## config.mk

```make
export PLATFORM = sky130hd
export DESIGN_NAME = biassram_r
export DESIGN_NICKNAME = d
export VERILOG_FILES = /design/src/rtl/biassram_r.sv
export SDC_FILE = /design/constraint.sdc
export NUM_CORES = 1
export LEC_CHECK = 0
export BUFFER_PORTS_ARGS = -buffer_cell sky130_fd_sc_hd__buf_2
export CORE_MARGIN = 5
export CORE_UTILIZATION = 47
export CTS_BUF_LIST = sky130_fd_sc_hd__clkbuf_2 sky130_fd_sc_hd__clkbuf_4 sky130_fd_sc_hd__clkbuf_8
export CTS_CLUSTER_SIZE = 8
export DETAILED_ROUTE_END_ITERATION = 6
export GPL_TIMING_DRIVEN = 0
export PLACE_DENSITY = 0.88
export SYNTH_ARGS = -nofsm -noshare
export SYNTH_HDL_FRONTEND = slang
export SYNTH_SLANG_ARGS = --single-unit
```

## constraint.sdc

```tcl
create_clock -name clk -period 2.21 [get_ports clk]
set_input_delay 0.221 -clock clk [delete_from_list [all_inputs] [get_ports clk]]
set_output_delay 0.221 -clock clk [all_outputs]
set_load 0.005 [all_outputs]
```

## src/rtl/biassram_r.sv

```systemverilog
// Read-side sequencer for bias SRAM_0.
// Prefetches output-channel group 0 on bias_rd1st_start, then fetches each
// following group on bias_next_req. Drives the SRAM read port and presents a
// valid/data/index stream one cycle after each read. The group base pointer
// wraps to 0 after the last group of the layer, which also raises bias_layer_done.
module biassram_r #(
  parameter int BIAS_ST_LENGTH = 64,
  parameter int GROUP_BIAS     = 8,
  parameter int ADDR_CNT_BITS  = 9,
  parameter int BIAS_SRAM_WLEN = 32
) (
  input  logic                      clk,
  input  logic                      reset,
  input  logic                      bias_rd1st_start,
  output logic                      bias_rd1st_busy,
  output logic                      bias_rd1st_done,
  input  logic                      bias_next_req,
  output logic                      bias_grp_busy,
  output logic                      bias_grp_done,
  output logic                      bias_layer_done,
  output logic                      cen_biasr_0,
  output logic                      wen_biasr_0,
  output logic [ADDR_CNT_BITS-1:0]  addr_biasr_0,
  input  logic [BIAS_SRAM_WLEN-1:0] dout_biasr_0,
  output logic                      bias_valid_dout,
  output logic [BIAS_SRAM_WLEN-1:0] bias_data_dout,
  output logic [ADDR_CNT_BITS-1:0]  bias_idx_dout
);

  localparam int KW = $clog2(GROUP_BIAS);
  localparam logic [KW-1:0]          K_LAST    = KW'(GROUP_BIAS - 1);
  localparam logic [ADDR_CNT_BITS:0] GRP_INC   = (ADDR_CNT_BITS + 1)'(GROUP_BIAS);
  localparam logic [ADDR_CNT_BITS:0] LAYER_END = (ADDR_CNT_BITS + 1)'(BIAS_ST_LENGTH);

  typedef enum logic [1:0] {
    ST_IDLE  = 2'd0,
    ST_RD    = 2'd1,
    ST_DRAIN = 2'd2,
    ST_WAIT  = 2'd3
  } state_t;

  state_t                   state_q, state_d;
  logic [ADDR_CNT_BITS-1:0] base_q, base_d;
  logic [KW-1:0]            k_q, k_d;
  logic                     first_q, first_d;
  logic                     valid_q, valid_d;
  logic [ADDR_CNT_BITS-1:0] idx_q, idx_d;
  logic                     rd1st_done_q, rd1st_done_d;
  logic                     grp_done_q, grp_done_d;
  logic                     layer_done_q, layer_done_d;

  // One extra bit so a layer filling the whole address space still detects its end.
  logic [ADDR_CNT_BITS:0]   base_inc;
  logic                     wrap;

  assign base_inc = {1'b0, base_q} + GRP_INC;
  assign wrap     = (base_inc == LAYER_END);

  // State register plus registered output stage; everything returns to idle on reset.
  always_ff @(posedge clk) begin
    if (reset) begin
      state_q      <= ST_IDLE;
      base_q       <= '0;
      k_q          <= '0;
      first_q      <= 1'b0;
      valid_q      <= 1'b0;
      idx_q        <= '0;
      rd1st_done_q <= 1'b0;
      grp_done_q   <= 1'b0;
      layer_done_q <= 1'b0;
    end else begin
      state_q      <= state_d;
      base_q       <= base_d;
      k_q          <= k_d;
      first_q      <= first_d;
      valid_q      <= valid_d;
      idx_q        <= idx_d;
      rd1st_done_q <= rd1st_done_d;
      grp_done_q   <= grp_done_d;
      layer_done_q <= layer_done_d;
    end
  end

  // Next-state logic: start always restarts from group 0 and wins over next_req.
  always_comb begin
    state_d = state_q;
    base_d  = base_q;
    k_d     = k_q;
    first_d = first_q;
    case (state_q)
      ST_IDLE: begin
        if (bias_rd1st_start) begin
          state_d = ST_RD;
          base_d  = '0;
          k_d     = '0;
          first_d = 1'b1;
        end
      end
      ST_RD: begin
        k_d = k_q + 1'b1;
        if (k_q == K_LAST) begin
          state_d = ST_DRAIN;
          k_d     = '0;
        end
      end
      ST_DRAIN: begin
        state_d = ST_WAIT;
        base_d  = wrap ? '0 : base_inc[ADDR_CNT_BITS-1:0];
      end
      ST_WAIT: begin
        if (bias_rd1st_start) begin
          state_d = ST_RD;
          base_d  = '0;
          k_d     = '0;
          first_d = 1'b1;
        end else if (bias_next_req) begin
          state_d = ST_RD;
          k_d     = '0;
          first_d = 1'b0;
        end
      end
      default: state_d = ST_IDLE;
    endcase
  end

  // Output decode: SRAM port, busy flags, and inputs to the registered output stage.
  always_comb begin
    cen_biasr_0     = (state_q != ST_RD);
    wen_biasr_0     = 1'b1;
    addr_biasr_0    = (state_q == ST_RD) ? (base_q + ADDR_CNT_BITS'(k_q)) : '0;
    bias_rd1st_busy = ((state_q == ST_RD) || (state_q == ST_DRAIN)) && first_q;
    bias_grp_busy   = ((state_q == ST_RD) || (state_q == ST_DRAIN)) && !first_q;
    valid_d         = ~cen_biasr_0;
    idx_d           = addr_biasr_0;
    rd1st_done_d    = (state_q == ST_DRAIN) && first_q;
    grp_done_d      = (state_q == ST_DRAIN) && !first_q;
    layer_done_d    = (state_q == ST_DRAIN) && wrap;
  end

  assign bias_valid_dout = valid_q;
  assign bias_idx_dout   = idx_q;
  assign bias_data_dout  = dout_biasr_0;
  assign bias_rd1st_done = rd1st_done_q;
  assign bias_grp_done   = grp_done_q;
  assign bias_layer_done = layer_done_q;

endmodule

```

# [After elaboration in Yosys (flattened, before gate mapping)]
# Index checks and enable logic that the tools add are counted.
# W data, S select, Z words.
[classes] n_addsub=3 eq_ne=10 mux=18 bitwise=1 reduce_logical=16
[op_table] operator="$mux W9" count=3
[op_table] operator="$pmux W9 S2" count=1
[op_table] operator="$mux W3" count=4
[op_table] operator="$add A9 B4 Y10 const B" count=1
[op_table] operator="$eq A10 B7 Y1 const B" count=1
[op_table] operator="$add A9 B3 Y9" count=1
[op_table] operator="$pmux W3 S3" count=1
[op_table] operator="$reduce_and A3 Y1" count=3
[op_table] operator="$mux W2" count=4
[op_table] operator="$pmux W2 S4" count=1
[op_table] operator="$logic_and A1 B1 Y1" count=5
[op_table] operator="$eq A2 B2 Y1 const B" count=2
[op_table] operator="$ne A2 B1 Y1 const B" count=2
[op_table] operator="$ne A2 B2 Y1 const B" count=2
[op_table] operator="$reduce_bool A2 Y1" count=2
[op_table] operator="$add A3 B1 Y3 const B" count=1
[op_table] operator="$eq A3 B3 Y1 const B" count=1
[op_table] operator="$mux W1" count=3
[op_table] operator="$ne A3 B3 Y1 const B" count=1
[op_table] operator="$reduce_bool A3 Y1" count=1
[op_table] operator="$eq A2 B1 Y1 const B" count=1
[op_table] operator="$logic_not A2 Y1" count=1
[op_table] operator="$pmux W1 S2" count=1
[op_table] operator="$reduce_and A2 Y1" count=1
[op_table] operator="4 further kinds" count=4
[totals] ff_bits=28

# [Longest topological paths before layout]
[logic_depth] depth_word=4 ltp_mapped=7

# [Worst setup path before layout]
# Ideal clock, no wire load.
[synth_timing] kind="register to register" startpoint="register state_q[0]" endpoint="register base_q[6]" setup_time_ns=0.122 arrival_time_ns=1.397 required_ns=2.088 setup_slack_ns=0.691 path_stages_with_launch=6 n_path_buf=1 synth_period_minus_slack_ns=1.519 cell_sequence="dfxtp_1 > inv_1 > ha_1 > clkbuf_1 > nand2_1 > o311a_1"
[synth_between] elab_chain_cells=4
[synth_rtl] element="start, declared" line="42" rtl="state_t state_q, state_d;"
[synth_rtl] element="start signal, assigned" line="72" rtl="state_q <= state_d;"
[synth_rtl] element="$eq A2 B2 Y1 or $logic_not A2 Y1 (tied branches)" line="90" rtl="case (state_q)"
[synth_rtl] element="$reduce_or A2 Y1 (no source line)"
[synth_rtl] element="$ne A2 B1 Y1 (no source line) or $reduce_bool A2 Y1 (tied branches)"
[synth_rtl] element="$reduce_and A2 Y1 (no source line)"
[synth_rtl] element="end signal, assigned" line="73" rtl="base_q <= base_d;"
[synth_rtl] element="end, declared" line="43" rtl="logic [ADDR_CNT_BITS-1:0] base_q, base_d;"
# Parallel ways exist; a longest one is shown, timed or not.
# A chain may end at the register's enable or synchronous reset.

# [Worst setup path in the final report]
[layout_timing] startpoint="register state_q[0]" endpoint="output bias_grp_busy"
[layout_between] elab_chain_cells=3
[layout_rtl] element="$eq A2 B1 Y1 or $eq A2 B2 Y1 (tied branches)" line="132" rtl="bias_grp_busy = ((state_q == ST_RD) || (state_q == ST_DRAIN)) && !first_q;"
[layout_rtl] element="$logic_or A1 B1 Y1 (*)" line="132"
[layout_rtl] element="$logic_and A1 B1 Y1 (*)" line="132"
[layout_rtl] element="end, declared" line="18" rtl="output logic bias_grp_busy,"
# Every way passes the cells marked *; elsewhere a longest branch is shown, timed or not.

==> summary.txt <==
status = finished, final reports clean
# hold bufs at CTS = 0
slowest cell delay on critical path = 0.60 ns
top cells by area, synth = dfxtp_1, buf_4, ha_1
Clock Skew = 0.00382 ns
Final nets = 275
Critical Path AT = 1.79 ns
DR iter-0 viols = 43
crit path launch = state_q[0]$_SDFFE_PP0P_
Vias per Instance = 4.83
Fmax achieved = 0.498 GHz
Initial Util = 48.2%
total iterations of the first detailed-routing run = 4
Worst Reg2Reg Path Length in Cells = 5
CP Class = reg2out
Setup TNS = 0 ns
Critical path buffers and inverters = 2
Reg clk slew, reported paths = 0.12 ns
vias in the first global route = 1157
YS warnings = 0
clock buffer count from CTS = 3
row count = 20
Top Ports = 94
Syn Nets = 211
Max Cap Viol = 0
Post-Synthesis Cell Area = 1450 µm²
top-area cell type share of the netlist area = 34.6%
Overflow after GRT = 0
Die H = 65.5 µm
Vias = 1271
HPWL Detailed = 2.59 mm
Reg2Reg Capture Point = base_q[7]$_SDFFE_PP0P_
distinct cell type count of the synthesized netlist = 40
CP Max Fanout = 16
Worst path slowest cell = ha_1
gpl congestion = 0.831
ANT nets after route = 0
data required time at the worst endpoint = 1.99 ns
post-synthesis sequential area ratio = 34.6%
post-synthesis area per instance = 8.66 µm²
Final Hold Violating Endpoints = 0
clock sink count = 25
fin util = 60.5%
CTS H-tree lvls = 1
CTS tree = yes
# fillers = 259
worst hold path class = in2reg
Critical Path End = bias_grp_busy
r2r setup slk = 0.41 ns
part of the cycle the worst path needs = 90.8%
crit end category = primary output
Cell Chain, Critical Path = inv_1, ha_1, nor2b_1, buf_2
post-CTS sizing = 0
CTS max path bufs = 2
initial antenna violation count = 0
root buffer cell = clkbuf_4
All-Layer GR Usage = 13.5%
Leakage = 0.000966 µW
Post-CTS Setup Repair Bufs = 0
# diodes = 0
worst r2r src = state_q[0]$_SDFFE_PP0P_
unrepaired setup endpoints after global routing = false
Die W = 65.5 µm
Worst path top cell family by delay = adder cells
maximum vdd drop = 0.000287 V
Synth area leader = dfxtp_1
die footprint = 4290 µm²
Post-Route WL = 3.07 mm
Clock Latency Late Sink = 0.31 ns
Pwr per Cell Area = 734 nW/µm²
Max Slew Vio Count = 0
startpoint types = flip-flop
Area Overhead vs Synth = 25.5%
fin crit period = 2.01 ns
I/O Buffers = 60
Routed wire per std cell = 11.7 µm
Total Power = 1330 µW
largest net degree at the start of global routing = 14
flop and latch count out of synthesis = 25
WP depth = 4
Gate Count Post-Synth = 167
first-pass GRT wire length = 4.66 mm
Setup violations, final = 0
core area = 3000 µm²
layout cells sized above 1 = 46.1%
DRC violations left = 0
[layer usage]
layer	track usage (%)	up-vias	wire, µm
li1	-	650	-
met1	15.4	539	1300
met2	24.8	76	1410
met3	2.74	6	322
met4	4.92	0	42
met5	0	-	0
[where the power goes]
part	internal, µW	switching, µW	leakage [µW]
sequential	498	46.4	0.000202
clock	82.7	128	0.0000184
combinational	247	331	0.000745
total	828	505	0.000966
[layout make-up]
cell class	instances	area, µm²	area share [%]
Buffer	41	288	15.9
Clock buffer	4	30.0	1.65
Sequential cell	25	500	27.6
Inverter	7	26.3	1.45
Tap cell	33	41.3	2.27
Timing Repair Buffer	60	300	16.5
Multi-Input combinational cell	93	629	34.7
[flip-flops by register name (all words and copies together) (netlist names)]
signal	flops
bias_grp_done	1
base_q	6
k_q	3
bias_valid_dout	1
state_q	2
bias_layer_done	1
first_q	1
bias_rd1st_done	1
bias_idx_dout	9
[how the worst min path moves through the flow]
stage                         endpoint  cells past startpoint   from
6_report       state_q[0]$_SDFFE_PP0P_                      2  reset
4_1_cts        state_q[0]$_SDFFE_PP0P_                      2  reset
5_1_grt        state_q[0]$_SDFFE_PP0P_                      2  reset
2_1_floorplan  state_q[0]$_SDFFE_PP0P_                      1  reset
3_3_place_gp   state_q[0]$_SDFFE_PP0P_                      2  reset
3_5_place_dp   state_q[0]$_SDFFE_PP0P_                      2  reset
[cell usage in the layout (no fill, tap or decap), drive strengths merged, types with 2 or more instances in the layout]
cell type,instances
a211oi,2
a21oi,10
and2,10
and3,9
and4,2
buf,95
clkbuf,10
dfxtp,25
ha,8
inv,7
mux2i,2
nand2,9
nand3,2
nand4,2
nor2,8
nor2b,2
nor3,3
nor3b,3
o21ai,4
or3,2
[synth_stat cells]
library cell,number
dfxtp_1,25
o31ai_1,1
o21ai_0,3
o21ba_1,1
xnor2_1,1
nor2_1,8
conb_1,1
o211ai_1,1
clkbuf_4,1
inv_1,7
a21oi_1,10
o21bai_2,1
nor2b_4,1
nand3_1,2
or3_1,1
o311a_1,1
buf_2,1
nand2b_1,1
or3_2,1
nor4b_2,1
nor3b_1,3
nand4_1,2
ha_1,8
nand2_1,9
mux2i_1,2
xor2_1,1
a211oi_1,2
and3_1,9
nand4b_1,1
nor3_1,3
mux2_2,1
and2_1,10
a31oi_1,1
and4_1,2
clkbuf_1,6
or2b_1,1
o21ai_1,1
buf_4,34
nor2b_1,1
or4_1,1
[logic make-up (layout without fill, tap and decap cells)]
logic type / Yosys count / count (layout) / synth area share [%]
other cells: 1 / 1 / 0.259
flops: 25 / 25 / 34.6
buf+inv: 49 / 112 / 21.9
compound gates: 22 / 22 / 9.52
fa+ha+maj: 8 / 8 / 6.92
mux: 3 / 3 / 2.16
simple gates: 57 / 57 / 23.4
xor+xnor: 2 / 2 / 1.21
[worst register-to-register path: stages (launching register included)]
cell     delay (ns)
dfxtp_1        0.43
inv_1          0.09
ha_1           0.60
nand3_1        0.16
or3_1          0.33
a21oi_1        0.14
[through the flow]
step	hold slack, ns	instance area [µm²]	setup WS [ns]	cells
2_1_floorplan	0.294	1450	0.691	167
3_3_place_gp	0.461	1790	0.474	260
3_5_place_dp	0.465	1790	0.448	260
4_1_cts	0.125	1820	0.0843	264
5_1_grt	0.123	1820	0.0481	263
6_report	0.136	1820	0.204	263
(Power assumes the default switching activity.)
